[src/rtl/err_ovld_frm_gen.sv]
// Error/overload frame generator.
// Builds the active/passive error flag or the overload flag, waits for a recessive
// bus, then sends the delimiter. Feeds the serialized-frame transmit mux with the
// err/ovld bit and the frame-type qualifiers. All outputs come straight from flops.
// FLAG_LEN and DELIM_LEN must be in 2..15 (4-bit saturating counters).
module err_ovld_frm_gen #(
    parameter int unsigned FLAG_LEN  = 6,
    parameter int unsigned DELIM_LEN = 8
) (
    input  logic i_clk,
    input  logic i_g_rst,
    input  logic i_bit_en,
    input  logic i_err_det,
    input  logic i_ovld_req,
    input  logic i_err_psv,
    input  logic i_bus_off_sts,
    input  logic i_can_bus_in,
    output logic o_err_ovld_out,
    output logic o_act_err_frm_tx,
    output logic o_psv_err_frm_tx,
    output logic o_ovld_frm_tx,
    output logic o_dom_after_flag,
    output logic o_bit_err,
    output logic o_frm_done
);

    localparam logic [3:0] FLAG_LEN_C  = 4'(FLAG_LEN);
    localparam logic [3:0] DELIM_LEN_C = 4'(DELIM_LEN);

    typedef enum logic [1:0] {
        StIdle,
        StFlag,
        StWaitRec,
        StDelim
    } state_t;

    // Registered state and outputs
    state_t     r_state;
    logic       r_act;
    logic       r_psv;
    logic       r_ovld;
    logic [3:0] r_bit_cnt;
    logic [3:0] r_eq_cnt;
    logic       r_prev_bus;
    logic       r_dom_seen;
    logic       r_out;
    logic       r_dom_pulse;
    logic       r_bit_err;
    logic       r_frm_done;

    // Next-state values
    state_t     w_state;
    logic       w_act;
    logic       w_psv;
    logic       w_ovld;
    logic [3:0] w_bit_cnt;
    logic [3:0] w_eq_cnt;
    logic       w_prev_bus;
    logic       w_dom_seen;
    logic       w_out;
    logic       w_dom_pulse;
    logic       w_bit_err;
    logic       w_frm_done;

    // Frame (re)start request built up by the state decode
    logic       w_start;
    logic       w_start_ovld;
    logic       w_start_psv;

    logic [3:0] w_bit_inc;
    logic [3:0] w_eq_nxt;

    function automatic logic [3:0] sat_inc(input logic [3:0] v);
        return (v == 4'hF) ? v : v + 4'd1;
    endfunction

    // Next-state, counter and output decode
    always_comb begin
        w_state      = r_state;
        w_act        = r_act;
        w_psv        = r_psv;
        w_ovld       = r_ovld;
        w_bit_cnt    = r_bit_cnt;
        w_eq_cnt     = r_eq_cnt;
        w_prev_bus   = r_prev_bus;
        w_dom_seen   = r_dom_seen;
        w_out        = r_out;
        w_dom_pulse  = 1'b0;
        w_bit_err    = 1'b0;
        w_frm_done   = 1'b0;
        w_start      = 1'b0;
        w_start_ovld = 1'b0;
        w_start_psv  = 1'b0;
        w_bit_inc    = sat_inc(r_bit_cnt);
        // eq_cnt of 0 means no bus bit seen yet in this passive flag
        w_eq_nxt     = ((r_eq_cnt == 4'd0) || (i_can_bus_in != r_prev_bus)) ?
                       4'd1 : sat_inc(r_eq_cnt);

        if (i_bus_off_sts) begin
            // Bus-off abandons any frame immediately, independent of bit_en
            w_state    = StIdle;
            w_act      = 1'b0;
            w_psv      = 1'b0;
            w_ovld     = 1'b0;
            w_bit_cnt  = 4'd0;
            w_eq_cnt   = 4'd0;
            w_prev_bus = 1'b0;
            w_dom_seen = 1'b0;
            w_out      = 1'b1;
        end else if (i_bit_en) begin
            unique case (r_state)
                StIdle: begin
                    if (i_err_det) begin
                        w_start     = 1'b1;
                        w_start_psv = i_err_psv;
                    end else if (i_ovld_req) begin
                        w_start      = 1'b1;
                        w_start_ovld = 1'b1;
                    end
                end

                StFlag: begin
                    w_bit_cnt = w_bit_inc;
                    if (r_psv) begin
                        // Passive flag ends after FLAG_LEN equal bus bits
                        w_eq_cnt   = w_eq_nxt;
                        w_prev_bus = i_can_bus_in;
                        if (w_eq_nxt == FLAG_LEN_C) begin
                            w_state = StWaitRec;
                            w_out   = 1'b1;
                        end
                    end else begin
                        // Recessive bus under our dominant bit; flag is not restarted
                        if (i_can_bus_in) begin
                            w_bit_err = 1'b1;
                        end
                        if (w_bit_inc == FLAG_LEN_C) begin
                            w_state = StWaitRec;
                            w_out   = 1'b1;
                        end
                    end
                end

                StWaitRec: begin
                    if (!i_can_bus_in) begin
                        if (!r_dom_seen) begin
                            w_dom_pulse = 1'b1;
                            w_dom_seen  = 1'b1;
                        end
                    end else begin
                        // This recessive bit is delimiter bit 1
                        w_bit_cnt = 4'd1;
                        w_state   = StDelim;
                    end
                end

                StDelim: begin
                    // The bit on the bus now is delimiter bit r_bit_cnt+1
                    if (i_can_bus_in) begin
                        w_bit_cnt = w_bit_inc;
                        if (w_bit_inc == DELIM_LEN_C) begin
                            w_state    = StIdle;
                            w_act      = 1'b0;
                            w_psv      = 1'b0;
                            w_ovld     = 1'b0;
                            w_frm_done = 1'b1;
                        end
                    end else if (w_bit_inc == DELIM_LEN_C) begin
                        w_start      = 1'b1;
                        w_start_ovld = 1'b1;
                    end else begin
                        w_bit_err   = 1'b1;
                        w_start     = 1'b1;
                        w_start_psv = i_err_psv;
                    end
                end

                default: begin
                    w_state = StIdle;
                    w_act   = 1'b0;
                    w_psv   = 1'b0;
                    w_ovld  = 1'b0;
                    w_out   = 1'b1;
                end
            endcase

            if (w_start) begin
                w_state    = StFlag;
                w_act      = !w_start_ovld && !w_start_psv;
                w_psv      = !w_start_ovld && w_start_psv;
                w_ovld     = w_start_ovld;
                w_bit_cnt  = 4'd0;
                w_eq_cnt   = 4'd0;
                w_dom_seen = 1'b0;
                // Passive flag is recessive; active and overload flags are dominant
                w_out      = !w_start_ovld && w_start_psv;
            end
        end
    end

    // State, counter and output registers with synchronous reset
    always_ff @(posedge i_clk) begin
        if (i_g_rst) begin
            r_state     <= StIdle;
            r_act       <= 1'b0;
            r_psv       <= 1'b0;
            r_ovld      <= 1'b0;
            r_bit_cnt   <= 4'd0;
            r_eq_cnt    <= 4'd0;
            r_prev_bus  <= 1'b0;
            r_dom_seen  <= 1'b0;
            r_out       <= 1'b1;
            r_dom_pulse <= 1'b0;
            r_bit_err   <= 1'b0;
            r_frm_done  <= 1'b0;
        end else begin
            r_state     <= w_state;
            r_act       <= w_act;
            r_psv       <= w_psv;
            r_ovld      <= w_ovld;
            r_bit_cnt   <= w_bit_cnt;
            r_eq_cnt    <= w_eq_cnt;
            r_prev_bus  <= w_prev_bus;
            r_dom_seen  <= w_dom_seen;
            r_out       <= w_out;
            r_dom_pulse <= w_dom_pulse;
            r_bit_err   <= w_bit_err;
            r_frm_done  <= w_frm_done;
        end
    end

    assign o_err_ovld_out   = r_out;
    assign o_act_err_frm_tx = r_act;
    assign o_psv_err_frm_tx = r_psv;
    assign o_ovld_frm_tx    = r_ovld;
    assign o_dom_after_flag = r_dom_pulse;
    assign o_bit_err        = r_bit_err;
    assign o_frm_done       = r_frm_done;

endmodule
[config.mk]
export PLATFORM = sky130hd
export DESIGN_NAME = err_ovld_frm_gen
export DESIGN_NICKNAME = d
export VERILOG_FILES = /design/src/rtl/err_ovld_frm_gen.sv
export SDC_FILE = /design/constraint.sdc
export NUM_CORES = 1
export LEC_CHECK = 0
export BUFFER_PORTS_ARGS = -buffer_cell sky130_fd_sc_hd__buf_2
export CAP_MARGIN = 20
export CORE_MARGIN = 1
export CORE_UTILIZATION = 52
export CTS_CLUSTER_DIAMETER = 50
export DETAILED_ROUTE_END_ITERATION = 8
export GPL_TIMING_DRIVEN = 0
export PLACE_DENSITY = 0.77
export RECOVER_POWER = 50
export SLEW_MARGIN = 20
export SYNTH_ARGS = -nofsm -noshare
export SYNTH_HDL_FRONTEND = slang
export SYNTH_SLANG_ARGS = --single-unit
[constraint.sdc]
create_clock -name i_clk -period 2.1 [get_ports i_clk]
set_input_delay 0.21 -clock i_clk [delete_from_list [all_inputs] [get_ports i_clk]]
set_output_delay 0.21 -clock i_clk [all_outputs]
set_load 0.005 [all_outputs]
* Word-level counts from Yosys, hierarchy flattened
Cells that the tools add are included.
** Storage, ports and cells
- ROM bits :: 0
- Flip-flop bits (word level) :: 19
- Bits in latches :: 0
- Memory bits (writable) :: 0
- Memories :: 0
- Input bits :: 8
- Output and inout bits :: 7
** Cells by class
- Equal/unequal tests :: 16
- $lt $le $gt $ge :: 0
- Shifts and indexed selects :: 0
- Reduce and logical (&&, ||, !) cells :: 26
- Bitwise gates (word level) :: 4
- Multiplexer cells :: 56
- Div/mod/pow operators :: 0
- $add $sub $neg :: 2
- Multipliers :: 0
** Operators by type and width (number)
- 2-to-1 mux 4 bit :: 9
- 2-to-1 mux 1 bit :: 34
- 2-to-1 mux 2 bit :: 7
- equality test 4 bit, second input constant :: 3
- case mux 4 bit (3 select lines) :: 1
- AND reduction 4 bit :: 3
- nonzero test 2 bit :: 6
- OR reduction 5 bit :: 2
- inequality test 3 bit, second input constant :: 3
- AND reduction 3 bit :: 3
- adder 4 x 1 -> 4 bit, second input constant :: 2
- equality test 4 x 3 -> 1 bit, second input constant :: 2
- inequality test 4 bit, second input constant :: 2
- case mux 1 bit (2 select lines) :: 4
- AND reduction 7 bit :: 1
- case mux 2 bit (3 select lines) :: 1
- equality test 2 bit, second input constant :: 2
- zero test 4 bit :: 1
- inverter 1 bit :: 4
- nonzero test 4 bit :: 1
- inequality test 3 x 1 -> 1 bit, second input constant :: 1
- nonzero test 3 bit :: 1
- OR reduction 3 bit :: 1
- equality test 2 x 1 -> 1 bit, second input constant :: 1
- other kinds (7) :: 9

* Logic depth before layout (Yosys ltp)
Gate-level depths: netlist of the first run.
- Depth after elaboration :: 11
- Depth in mapped cells :: 7
- Mapped depth without buffers :: 7

* Worst setup path before layout of the first run
OpenSTA, ideal clock, no wires.
- Path kind :: register -> register
- Start :: register r_state[0]
- End :: register r_state[1]
- Clock period less this slack :: 1986 ps
- Cell stages (with the launch flop) :: 7
- Arrival time :: 1890 ps
- Data required time :: 2005 ps
- Setup time :: 95 ps
- Buffers on the path :: 0
- Path slack :: 114 ps
- Path through :: dfxtp_1 -> inv_1 -> ha_1 -> inv_1 -> or4b_2 -> o32a_1 -> o311ai_1
** On the way
- Word-level cells in the longest chain between the ends :: 6
- Elaborated cells between the ends (all ways) :: 16
- Those cells by class :: eq/ne (8); mux (5); reduce/logical (3)
** RTL lines
- from (decl) :: line 38 : state_t r_state;
- from (signal assigned) :: line 204 : r_state <= StIdle;
- from (signal assigned) :: line 217 : r_state <= w_state;
- equality test 2 bit or zero test 2 bit (tied branches) :: line 111 : unique case (r_state)
- case mux 1 bit (2 select lines) :: line 111
- 2-to-1 mux 1 bit :: line 110 : end else if (i_bit_en) begin
- 2-to-1 mux 1 bit :: line 99 : if (i_bus_off_sts) begin
- inequality test 4 bit (no line) (tied with other cells)
- AND reduction 7 bit (no line)
Parallel ways exist; a longest one is shown, timed or not. The select of a mux whose other input is x is not followed.
A chain may end at the register's enable or synchronous reset.

* Worst setup path after layout of the first run
- Start :: register r_bit_cnt[0]
- End :: register r_psv, in the netlist o_psv_err_frm_tx
** On the way
- Word-level cells in the longest chain between the ends :: 11
- Elaborated cells between the ends (all ways) :: 19
- Those cells by class :: add/sub (1); eq/ne (2); mux (12); reduce/logical (4)
** RTL lines
- from (decl) :: line 42 : logic [3:0] r_bit_cnt;
- from (signal assigned) :: line 221 : r_bit_cnt <= w_bit_cnt;
- adder 4 x 1 -> 4 bit or equality test 4 bit (tied branches) :: line 74 : return (v == 4'hF) ? v : v + 4'd1;
- 2-to-1 mux 4 bit * :: line 74
- equality test 4 bit * :: line 161, 168
- 2-to-1 mux 1 bit :: line 168 : end else if (w_bit_inc == DELIM_LEN_C) begin
- 2-to-1 mux 1 bit :: line 159 : if (i_can_bus_in) begin
- case mux 1 bit (2 select lines) :: line 111
- 2-to-1 mux 1 bit :: line 110
- 2-to-1 mux 1 bit :: line 99
- zero test 1 bit :: line 190 : w_psv = !w_start_ovld && w_start_psv;
- logical AND 1 bit :: line 190
- 2-to-1 mux 1 bit :: line 187 : if (w_start) begin
- to (signal assigned) :: line 219 : r_psv <= w_psv;
- to (decl) :: line 40 : logic r_psv;
Mark *: on every way between the ends. The rest lies on a longest branch, timed or not. The select of a mux whose other input is x is not followed.

==> results of run 1 <==
[cells in the final DEF (no fill, tap or decap), types with 3 or more instances in the layout]
master / instances
nor2_1: 23
dfxtp_1: 16
buf_2: 15
a21oi_1: 15
nand2_1: 14
nand3_1: 9
inv_1: 7
nand2b_1: 6
clkbuf_1: 6
nor3_1: 4
o21ai_0: 4
and3_1: 4
ha_1: 4
a31oi_1: 3
clkbuf_4: 3
[worst min-delay path by stage]
stage / start / cells past startpoint / slack (ns) / end
2_1_floorplan: r_dom_seen / 1 / 0.40 / o_dom_after_flag
3_3_place_gp: r_dom_seen / 1 / 0.41 / o_dom_after_flag
3_5_place_dp: r_dom_seen / 1 / 0.42 / o_dom_after_flag
4_1_cts: i_g_rst / 3 / 0.22 / r_eq_cnt[3]
5_1_grt: i_g_rst / 3 / 0.25 / r_eq_cnt[3]
6_report: i_g_rst / 3 / 0.21 / r_eq_cnt[3]
[per-stage QoR]
step           hold WS [ns]  util (%)  instance area (um^2)  power, uW  TNS [ns]
2_1_floorplan        0.3973         -                  1360      457.6         0
3_3_place_gp         0.4116     59.24                  1468      489.8  -0.01015
3_5_place_dp         0.4155     59.24                  1468      490.5  -0.03573
4_1_cts              0.2212     61.21                  1516      682.0         0
5_1_grt              0.2486     62.07                  1538      712.0  -0.02512
6_report             0.2130     62.07                  1538      685.3         0
[area by class of cell]
class                   count  area share [%]
clock buffers               4           1.709
plain buffers               7           2.034
repair buffers             15           4.882
inverters                   7           1.709
flip-flops and latches     19           25.31
multi-input cells         141           61.92
well taps                  30           2.441
[logic make-up (layout without fill, tap and decap cells)]
| logic type | Yosys count | after routing | share of synthesized area [%] |
|---|---|---|---|
| AO/OA/AOI/OAI | 52 | 52 | 28.34 |
| multiplexers | 2 | 2 | 1.472 |
| XOR/XNOR | 1 | 1 | 0.6441 |
| buffers and inverters | 14 | 33 | 4.231 |
| flip-flops | 19 | 19 | 27.97 |
| adder cells (fa/ha/maj) | 7 | 7 | 6.439 |
| AND/OR/NAND/NOR | 79 | 79 | 30.91 |
[critical path: cells and delay by family, from the launching register on]
kind,cells,cell delay [ns]
buffers and inverters,1,0.17
AND/OR/NAND/NOR,2,0.71
adder cells (fa/ha/maj),1,0.19
flip-flops,1,0.38
AO/OA/AOI/OAI,3,0.48
[per-layer routing]
metal	GRT usage, %	vias to the layer above	share of wire, %
li1	-	692	-
met4	9.649	0	1.4
met3	2.874	4	4.9
met2	45.36	39	48
met1	33.97	642	46
met5	0	-	0
[where the power goes]
part	switching (uW)	leakage, uW	internal (uW)
clock network	119	0.0000150	74.0
logic	73.7	0.000388	50.9
registers	4.70	0.000155	363
[what timing repair did]
action | CTS | global route
endpoints found under the setup margin | 2 | 4
setup buffers | 1 | 0
pin swaps | 1 | 1
resized for setup | 5 | 6
cloned | 0 | 0
==> out/summary.txt, run 1 <==
area of the multi-input gates -> 952.2 um^2
num ports -> 15
CTS tree -> built
crit path launch -> r_bit_cnt[0]
main flop type after synthesis -> dfxtp_1
Commonest cells post-synth -> 23 x nor2_1, 19 x dfxtp_1, 15 x a21oi_1, 14 x nand2_1, 9 x nand3_1
vias in the first global route -> 1188
clock tree root buffer cell -> clkbuf_4
first-pass GRT wire length -> 5.395 mm
critical path required time -> 2.33 ns
RD Place Congestion -> 0.8665
HPWL after DPL -> 2.378 mm
Die ar. -> 0.002824 mm^2
worst min path class -> in -> reg
router iterations before antenna repair -> 4
Final period util -> 94.91%
placed insts -> 218
clk sink count -> 19
layout cells sized above 1 -> 20.21%
synthesized area -> 0.001360 mm^2
Synth top area share -> 27.97%
maxcap violations -> 0
Vias/cell -> 6.175
clk_lat worst skew -> 0.30 ns
leading area contributor after synthesis -> dfxtp_1
Slew Viols, Final -> 0
GRT Resource Usage Total -> 26.56%
Arrival @ worst endpoint -> 2.23 ns
TritonCTS buffer count -> 3
fmax -> 501.7 MHz
Detailed Route WL -> 3.275 mm
Die Y -> 53.14 um
Setup crit end kind -> flop
P_leak -> 0.0005588 uW
die width -> 53.14 um
Clock H-tree levels -> 1
final std cells w/o fill -> 223
port buffer count -> 14
Worst VDD drop -> 0.2788 mV
slowest stage delay, CP -> 0.49 ns
global route total overflow -> 0
Reg area -> 389.1 um^2
dominant cells by area after synthesis -> dfxtp_1 28%, ha_1 6.4%, nor2_1 6.3%, a21oi_1 5.5%, nand2_1 3.9%
Synth Area per Inst -> 7.816 um^2
reg-to-reg slack, setup -> 0.11 ns
Worst Setup EP -> o_psv_err_frm_tx
Mapped Nets -> 189
via count -> 1377
Slew Limit Headroom -> 68.36%
drt wl/cell -> 14.69 um
count leader, synth -> nor2_1
worst-path fanout max -> 10
critical path's slowest cell -> or4b_1
FF-to-FF Start -> r_bit_cnt[0]
sequential cell area fraction in the yosys report -> 27.97%
initial core utilization -> 54.90%
clock-pin slew on the worst setup and hold paths -> 0.12 ns
Synth async-reset ratio -> 0%
status -> finished clean
R2R depth -> 7
DR iter-0 viols -> 73
Row Count -> 18
crit path cell chain -> ha_1, buf_2, and4b_4, o21ai_4, o22ai_1, or4b_1, a21oi_1
FILL cells -> 230
leading registers by flop count -> r_bit_cnt x4, r_eq_cnt x4, r_state x2
Mapped Cells -> 174
P per Cell Area -> 445.7 mW/mm^2
Ys Warns -> 0
Worst Tran Pin Value -> 0.4746 ns
Seq cells post-synth -> 19
final count of negative-setup-slack endpoints -> 0
Final WS setup -> 0.1069 ns
largest net degree at the start of global routing -> 11
CTS Hold Bufs -> 0
Final ANT Viol Nets -> 0
Core ar. -> 0.002477 mm^2
area delta synth->final -> 13.06%
Worst Setup Start Kind -> flop
final hold violations -> 0
initial antenna violation count -> 0
clock buffer depth -> 2
number of enable flip-flop cells after synthesis -> 0
# DRC -> 0
pre-CTS setup slack -> -0.03514 ns
RR Endpoint -> o_psv_err_frm_tx
Cell variety after synth -> 58
minimum clock period -> 1.993 ns
# diodes -> 0
Final Net Count -> 209
Worst Setup Path Type -> reg -> reg
Final Skew -> 0.007468 ns
Note: power is estimated with default switching activity, not from simulation.
==> inputs of run 2 (changes only) <==
--- a/config.mk
+++ b/config.mk
@@ -5,9 +5,9 @@
 export SDC_FILE = /design/constraint.sdc
 export NUM_CORES = 1
 export LEC_CHECK = 0
-export BUFFER_PORTS_ARGS = -buffer_cell sky130_fd_sc_hd__buf_2
+export BUFFER_PORTS_ARGS = -buffer_cell sky130_fd_sc_hd__buf_4
 export CAP_MARGIN = 20
-export CORE_MARGIN = 1
+export CORE_MARGIN = 2
 export CORE_UTILIZATION = 52
 export CTS_CLUSTER_DIAMETER = 50
 export DETAILED_ROUTE_END_ITERATION = 8
==> out/summary.txt, run 2 (synthesis results as in run 1) <==
status -> finished clean
reg-to-reg slack, setup -> 0.06 ns (-0.05 ns)
RR Endpoint -> o_psv_err_frm_tx
fmax -> 490.4 MHz (-2.3%)
global route total overflow -> 0 (unchanged)
maxcap violations -> 0 (unchanged)
CTS tree -> built
DR iter-0 viols -> 53 (-27%)
area delta synth->final -> 17.85%
TritonCTS buffer count -> 3 (unchanged)
clock-pin slew on the worst setup and hold paths -> 0.12 ns (about the same)
Clock H-tree levels -> 1 (unchanged)
final count of negative-setup-slack endpoints -> 0 (unchanged)
clock tree root buffer cell -> clkbuf_4
Finished Cell Area -> 0.001603 mm^2 (+4.2%)
Final Net Count -> 212 (+1.4%)
clk_lat worst skew -> 0.30 ns (about the same)
worst-path fanout max -> 10 (unchanged)
FF-to-FF Start -> r_state[0]
Slew Viols, Final -> 0 (unchanged)
hold path depth -> 3 (unchanged)
Final ANT Viol Nets -> 0 (unchanged)
via count -> 1446 (+5.0%)
largest net degree at the start of global routing -> 12 (+1)
Worst Min Path Start -> i_g_rst
worst min path class -> in -> reg
HPWL after DPL -> 2.616 mm (+10%)
Detailed Route WL -> 3.522 mm (+7.5%)
critical path required time -> 2.34 ns (about the same)
P_leak -> 0.0005864 uW (+4.9%)
Vias/cell -> 6.398 (+3.6%)
R2R depth -> 7 (unchanged)
Slew Limit Headroom -> 68.64% (+0.28 points)
Die Y -> 55.14 um (+3.8%)
Core ar. -> 0.002477 mm^2 (unchanged)
Worst VDD drop -> 0.3513 mV (+26%)
Setup crit end kind -> flop
most common cell after layout, fill and taps aside -> nor2_1
final hold violations -> 0 (unchanged)
Worst Tran Pin Value -> 0.4704 ns (-0.004176 ns)
CTS Hold Bufs -> 0 (unchanged)
router iterations before antenna repair -> 4 (unchanged)
initial core utilization -> 54.90% (unchanged)
final std cells w/o fill -> 226 (+1.3%)
most frequent cells in the layout -> 23 x nor2_1, 16 x dfxtp_1, 15 x a21oi_1
num ports -> 15 (unchanged)
# diodes -> 0 (unchanged)
leading registers by flop count -> r_bit_cnt x4, r_eq_cnt x4, r_state x2
Worst Setup Path Type -> reg -> reg
vias in the first global route -> 1263 (+6.3%)
Final period util -> 97.09% (+2.2 points)
P per Cell Area -> 430.1 mW/mm^2 (-3.5%)
placed cell area -> 0.001503 mm^2 (+2.4%)
WHS Endpoint -> r_eq_cnt[3]
drt wl/cell -> 15.58 um (+6.1%)
RD Place Congestion -> 0.8654 (-0.13%)
Final Skew -> 0.01156 ns (+0.004089 ns)
minimum clock period -> 2.039 ns (+0.04590 ns)
Row Count -> 18 (unchanged)
Worst Setup Start Kind -> flop
Core Util, Final -> 64.70% (+2.6 points)
die width -> 55.14 um (+3.8%)
clk sink count -> 19 (unchanged)
port buffer count -> 14 (unchanged)
Die ar. -> 0.003040 mm^2 (+7.7%)
GRT Resource Usage Total -> 25.18% (-1.4 points)
initial antenna violation count -> 0 (unchanged)
layout cells sized above 1 -> 23.47% (+3.3 points)
clock buffer depth -> 2 (unchanged)
Arrival @ worst endpoint -> 2.28 ns (+0.05 ns)
placed insts -> 218 (unchanged)
first-pass GRT wire length -> 5.444 mm (+0.91%)
# DRC -> 0 (unchanged)
run 2: cell types whose count changed in the layout (fill, tap and decap cells not counted), sizes merged:
cell	change
clkbuf	+4
buf	-2
clkinv	+1
run 2: per-layer routing:
metal | vias to the layer above | share of wire (%) | global-route usage (%)
li1 | 702 | - | -
met1 | 685 | 42 | 31.03
met2 | 47 | 50 | 42.66
met3 | 12 | 5.0 | 3.226
met4 | 0 | 2.2 | 13.01
met5 | - | 0 | 0
run 2: final cells by class:
class | instances | area (um^2)
multi-input combinational | 141 | 962.2
fill | 222 | 874.6
sequential | 19 | 386.6
timing repair buffer | 18 | 131.4
tap | 30 | 37.54
buffer | 7 | 31.28
inverter | 7 | 26.28
clock buffer | 3 | 22.52
clock inverter | 1 | 5.005
run 2: what timing repair did:
item,in CTS,in global routing
endpoints found under the hold margin,0,0
resized for setup,4,8
setup buffers,0,4
endpoints found under the setup margin,2,5
pin swaps,0,2
run 2: per-stage QoR:
stage | power, uW | setup TNS (ns) | hold slack [ns] | worst slack (ns)
floorplan | 457.6 | 0 | 0.3973 | 0.1144
global placement | 494.4 | -0.01644 | 0.4127 | -0.01644
detailed placement | 497.6 | -0.03854 | 0.4363 | -0.02942
CTS | 688.3 | 0 | 0.2327 | 0.01203
global route | 720.3 | -0.03219 | 0.2382 | -0.03219
finish | 689.4 | 0 | 0.2392 | 0.06103
run 2: how the worst max path moves through the flow:
| stage | from | endpoint | slack, ns | cells after the start |
|---|---|---|---|---|
| after floorplan | r_state[0] | r_state[1] | 0.11 | 6 |
| after global placement | r_state[0] | r_state[1] | -0.02 | 6 |
| after detailed placement | r_state[1] | r_state[1] | -0.03 | 6 |
| after CTS | r_state[1] | r_state[1] | 0.01 | 6 |
| after global routing | r_state[0] | o_psv_err_frm_tx | -0.03 | 7 |
| final | r_state[0] | o_psv_err_frm_tx | 0.06 | 7 |
run 2: critical path: stages, from the launching register on:
cell     delay (ns)
dfxtp_2        0.35
inv_1          0.15
ha_4           0.19
o21ai_1        0.12
a21oi_4        0.31
nand2_1        0.17
or4b_4         0.56
a21oi_1        0.13
run 2: power by group:
group / total, uW / leakage, uW / internal [uW] / switching (uW)
clock network: 189 / 0.0000177 / 70.9 / 118
registers: 368 / 0.000155 / 364 / 4.18
logic: 133 / 0.000414 / 56.3 / 76.3
total: 689 / 0.000586 / 491 / 198
==> inputs of run 3 (changes only) <==
--- a/config.mk
+++ b/config.mk
@@ -5,14 +5,15 @@
 export SDC_FILE = /design/constraint.sdc
 export NUM_CORES = 1
 export LEC_CHECK = 0
+export ABC_AREA = 1
 export BUFFER_PORTS_ARGS = -buffer_cell sky130_fd_sc_hd__buf_4
 export CAP_MARGIN = 20
 export CORE_MARGIN = 2
-export CORE_UTILIZATION = 52
+export CORE_UTILIZATION = 45
 export CTS_CLUSTER_DIAMETER = 50
 export DETAILED_ROUTE_END_ITERATION = 8
 export GPL_TIMING_DRIVEN = 0
-export PLACE_DENSITY = 0.77
+export PLACE_DENSITY = 0.69
 export RECOVER_POWER = 50
 export SLEW_MARGIN = 20
 export SYNTH_ARGS = -nofsm -noshare
==> out/summary.txt, run 3 <==
Synth top area share -> 30.89% (+2.9 points)
Synth Area in Compound Gates -> 12.80% (-16 points)
clock-pin slew on the worst setup and hold paths -> 0.12 ns (about the same)
number of enable flip-flop cells after synthesis -> 0 (unchanged)
Finished Cell Area -> 0.001398 mm^2 (-13%)
FF-to-FF Start -> r_bit_cnt[0]
largest net degree at the start of global routing -> 11 (-1)
Slew Limit Headroom -> 61.68% (-7.0 points)
Net Switching -> 243.3 uW (+23%)
Core ar. -> 0.002545 mm^2 (+2.7%)
first-pass GRT wire length -> 4.843 mm (-11%)
num ports -> 15 (unchanged)
Detailed Route WL -> 2.713 mm (-23%)
worst min path class -> in -> reg
final hold violations -> 0 (unchanged)
CTS Hold Bufs -> 0 (unchanged)
worst-path fanout max -> 5 (-5)
vias in the first global route -> 1163 (-7.9%)
worst hold slack -> 0.1591 ns (-0.08011 ns)
clock buffer depth -> 2 (unchanged)
Worst Setup Path Type -> reg -> reg
crit path cell chain -> ha_1, nand3_2, o21ai_2, nand4_1, nand2_1, nand2_1, nand2_1, nand3_1, a21oi_1
WHS Endpoint -> o_frm_done
Logic pwr share -> 23.0% (+3.8 points)
synthesized area -> 0.001231 mm^2 (-9.5%)
Final ANT Viol Nets -> 0 (unchanged)
R2R depth -> 9 (+2)
P_leak -> 0.0006193 uW (+5.6%)
Synth async-reset ratio -> 0% (unchanged)
most used cell, CP -> nand2_1
minimum clock period -> 1.787 ns (-0.2523 ns)
switching share of power -> 32.52% (+3.8 points)
count leader, synth -> nand2_1
clock tree root buffer cell -> clkbuf_4
GRT Resource Usage Total -> 19.02% (-6.2 points)
post-CTS resize count -> 0 (-4)
slowest stage delay, CP -> 0.42 ns (-0.14 ns)
status -> finished clean
critical path required time -> 2.33 ns (about the same)
largest family of logic cells by synthesized area -> simple AND/OR/NAND/NOR gates
P per Cell Area -> 535.3 mW/mm^2 (+24%)
most common cell after layout, fill and taps aside -> nand2_1
mux share of post-synthesis cell area -> 0% (-1.5 points)
placed cell area -> 0.001374 mm^2 (-8.6%)
M2 GR Usage -> 31.76% (-11 points)
Row Count -> 18 (unchanged)
via count -> 1228 (-15%)
Slew Viols, Final -> 0 (unchanged)
clock power share -> 25.9% (-1.4 points)
clk_lat worst skew -> 0.31 ns (about the same)
Mapped Nets -> 207 (+9.5%)
hold path depth -> 3 (unchanged)
Seq cells post-synth -> 19 (unchanged)
maxcap violations -> 0 (unchanged)
area delta synth->final -> 13.52%
Final period util -> 85.08% (-12 points)
Cell variety after synth -> 24 (-59%)
Simple-Gate Fraction of Synth Area -> 39.84% (+8.9 points)
Final Skew -> 0.01336 ns (+0.001800 ns)
DR iter-0 viols -> 39 (-26%)
most frequent cells in the layout -> 59 x nand2_1, 26 x inv_1, 19 x dfxtp_1
leading area contributor after synthesis -> dfxtp_1
Arrival @ worst endpoint -> 2.01 ns (-0.27 ns)
Mapped Cells -> 192 (+10%)
Setup crit end kind -> flop
initial antenna violation count -> 0 (unchanged)
sum of negative setup slack -> 0 ns (unchanged)
# DRC -> 0 (unchanged)
initial core utilization -> 48.38% (-6.5 points)
critical path's slowest cell -> dfxtp_1
XOR/XNOR Fraction of Synth Area -> 0% (-0.64 points)
Worst Tran Pin Value -> 0.5727 ns (+0.1023 ns)
Worst path depth -> 9 (+2)
router iterations before antenna repair -> 4 (unchanged)
Synth Area in Adders -> 7.114% (+0.67 points)
port buffer count -> 14 (unchanged)
Top Usage Layer GRT -> met2
main flop type after synthesis -> dfxtp_1
Commonest cells post-synth -> 58 x nand2_1, 26 x inv_1, 19 x dfxtp_1, 16 x nor2_1, 15 x nand3_1
Synth Area per Inst -> 6.412 um^2 (-18%)
final count of negative-setup-slack endpoints -> 0 (unchanged)
# diodes -> 0 (unchanged)
sequential power share -> 51.2% (-2.2 points)
met3 usage -> 5.300% (+2.1 points)
RD Place Congestion -> 0.8668 (+0.16%)
Ys Warns -> 0 (unchanged)
Die ar. -> 0.003170 mm^2 (+4.3%)
RSZ-0062 raised after global routing -> false
reg-to-reg slack, setup -> 0.31 ns (+0.25 ns)
drt wl/cell -> 11.30 um (-27%)
layout cells sized above 1 -> 15.24% (-8.2 points)
placed insts -> 236 (+8.3%)
RR Endpoint -> o_act_err_frm_tx
WP buf/inv -> 0 (-1)
Core Util, Final -> 54.92% (-9.8 points)
met1 GRT Util -> 23.61% (-7.4 points)
CP delay by family, top -> simple AND/OR/NAND/NOR gates
Die Y -> 56.31 um (+2.1%)
final std cells w/o fill -> 240 (+6.2%)
sequential cell area fraction in the yosys report -> 30.89% (+2.9 points)
Vias/cell -> 5.117 (-20%)
Int Pwr -> 504.8 uW (+2.8%)
Final Net Count -> 226 (+6.6%)
Post-CTS Repair Setup Buffers -> 0 (unchanged)
fmax -> 559.7 MHz (+14%)
HPWL after DPL -> 2.175 mm (-17%)
global route total overflow -> 0 (unchanged)
leading registers by flop count -> r_bit_cnt x4, r_eq_cnt x4, r_state x2
Worst VDD drop -> 0.3366 mV (-4.2%)
TritonCTS buffer count -> 3 (unchanged)
dominant cells by area after synthesis -> dfxtp_1 31%, nand2_1 18%, inv_1 7.9%, ha_1 7.1%, nand3_1 6.1%
CTS tree -> built
Clock H-tree levels -> 1 (unchanged)
clk sink count -> 19 (unchanged)
Worst Min Path Start -> i_can_bus_in
Worst Setup Start Kind -> flop
die width -> 56.31 um (+2.1%)
-- run 3: worst min-delay path, cell delays in order --
cell,delay [ns]
buf_4,0.13
nand2_1,0.05
nor3_1,0.04
-- run 3: how the worst max path moves through the flow --
stage / slack [ns] / endpoint / startpoint
floorplan: 0.59 / o_ovld_frm_tx / r_bit_cnt[0]
global placement: 0.41 / o_err_ovld_out / r_bit_cnt[0]
detailed placement: 0.37 / r_state[0] / r_state[1]
CTS: 0.32 / o_act_err_frm_tx / r_bit_cnt[0]
global route: 0.04 / o_act_err_frm_tx / r_bit_cnt[0]
finish: 0.31 / o_act_err_frm_tx / r_bit_cnt[0]
-- run 3: area by class of cell --
type | count | area, um^2
Fill cell | 252 | 1147
Multi-Input combinational cell | 143 | 733.2
Sequential cell | 19 | 380.4
Inverter | 30 | 115.1
Timing Repair Buffer | 14 | 105.1
Tap cell | 30 | 37.54
Clock buffer | 4 | 26.28
-- run 3: per-stage QoR --
stage / setup WS, ns / total power [uW]
2_1_floorplan: 0.5940 / 514.2
3_3_place_gp: 0.4129 / 560.2
3_5_place_dp: 0.3693 / 563.9
4_1_cts: 0.3229 / 756.9
5_1_grt: 0.04475 / 795.3
6_report: 0.3133 / 748.1
-- run 3: per-layer routing --
| layer | vias to the layer above | part of all wire, % |
|---|---|---|
| met2 | 33 | 48 |
| met5 | - | 0 |
| met3 | 9 | 4.6 |
| li1 | 653 | - |
| met4 | 0 | 1.5 |
| met1 | 533 | 46 |
-- run 3: power by group through the flow --
| stage | clock network, uW | logic [uW] | registers (uW) |
|---|---|---|---|
| 5_1_grt | 214 | 197 | 385 |
| 6_report | 193 | 172 | 383 |
| 3_5_place_dp | 0 | 173 | 391 |
| 2_1_floorplan | 0 | 125 | 389 |
| 3_3_place_gp | 0 | 170 | 390 |
| 4_1_cts | 200 | 174 | 383 |
-- run 3: logic make-up (layout without fill, tap and decap cells) --
logic type               Yosys count  after routing
AO/OA/AOI/OAI                     28             28
flip-flops                        19             19
AND/OR/NAND/NOR                  108            108
buffers and inverters             30             48
adder cells (fa/ha/maj)            7              7
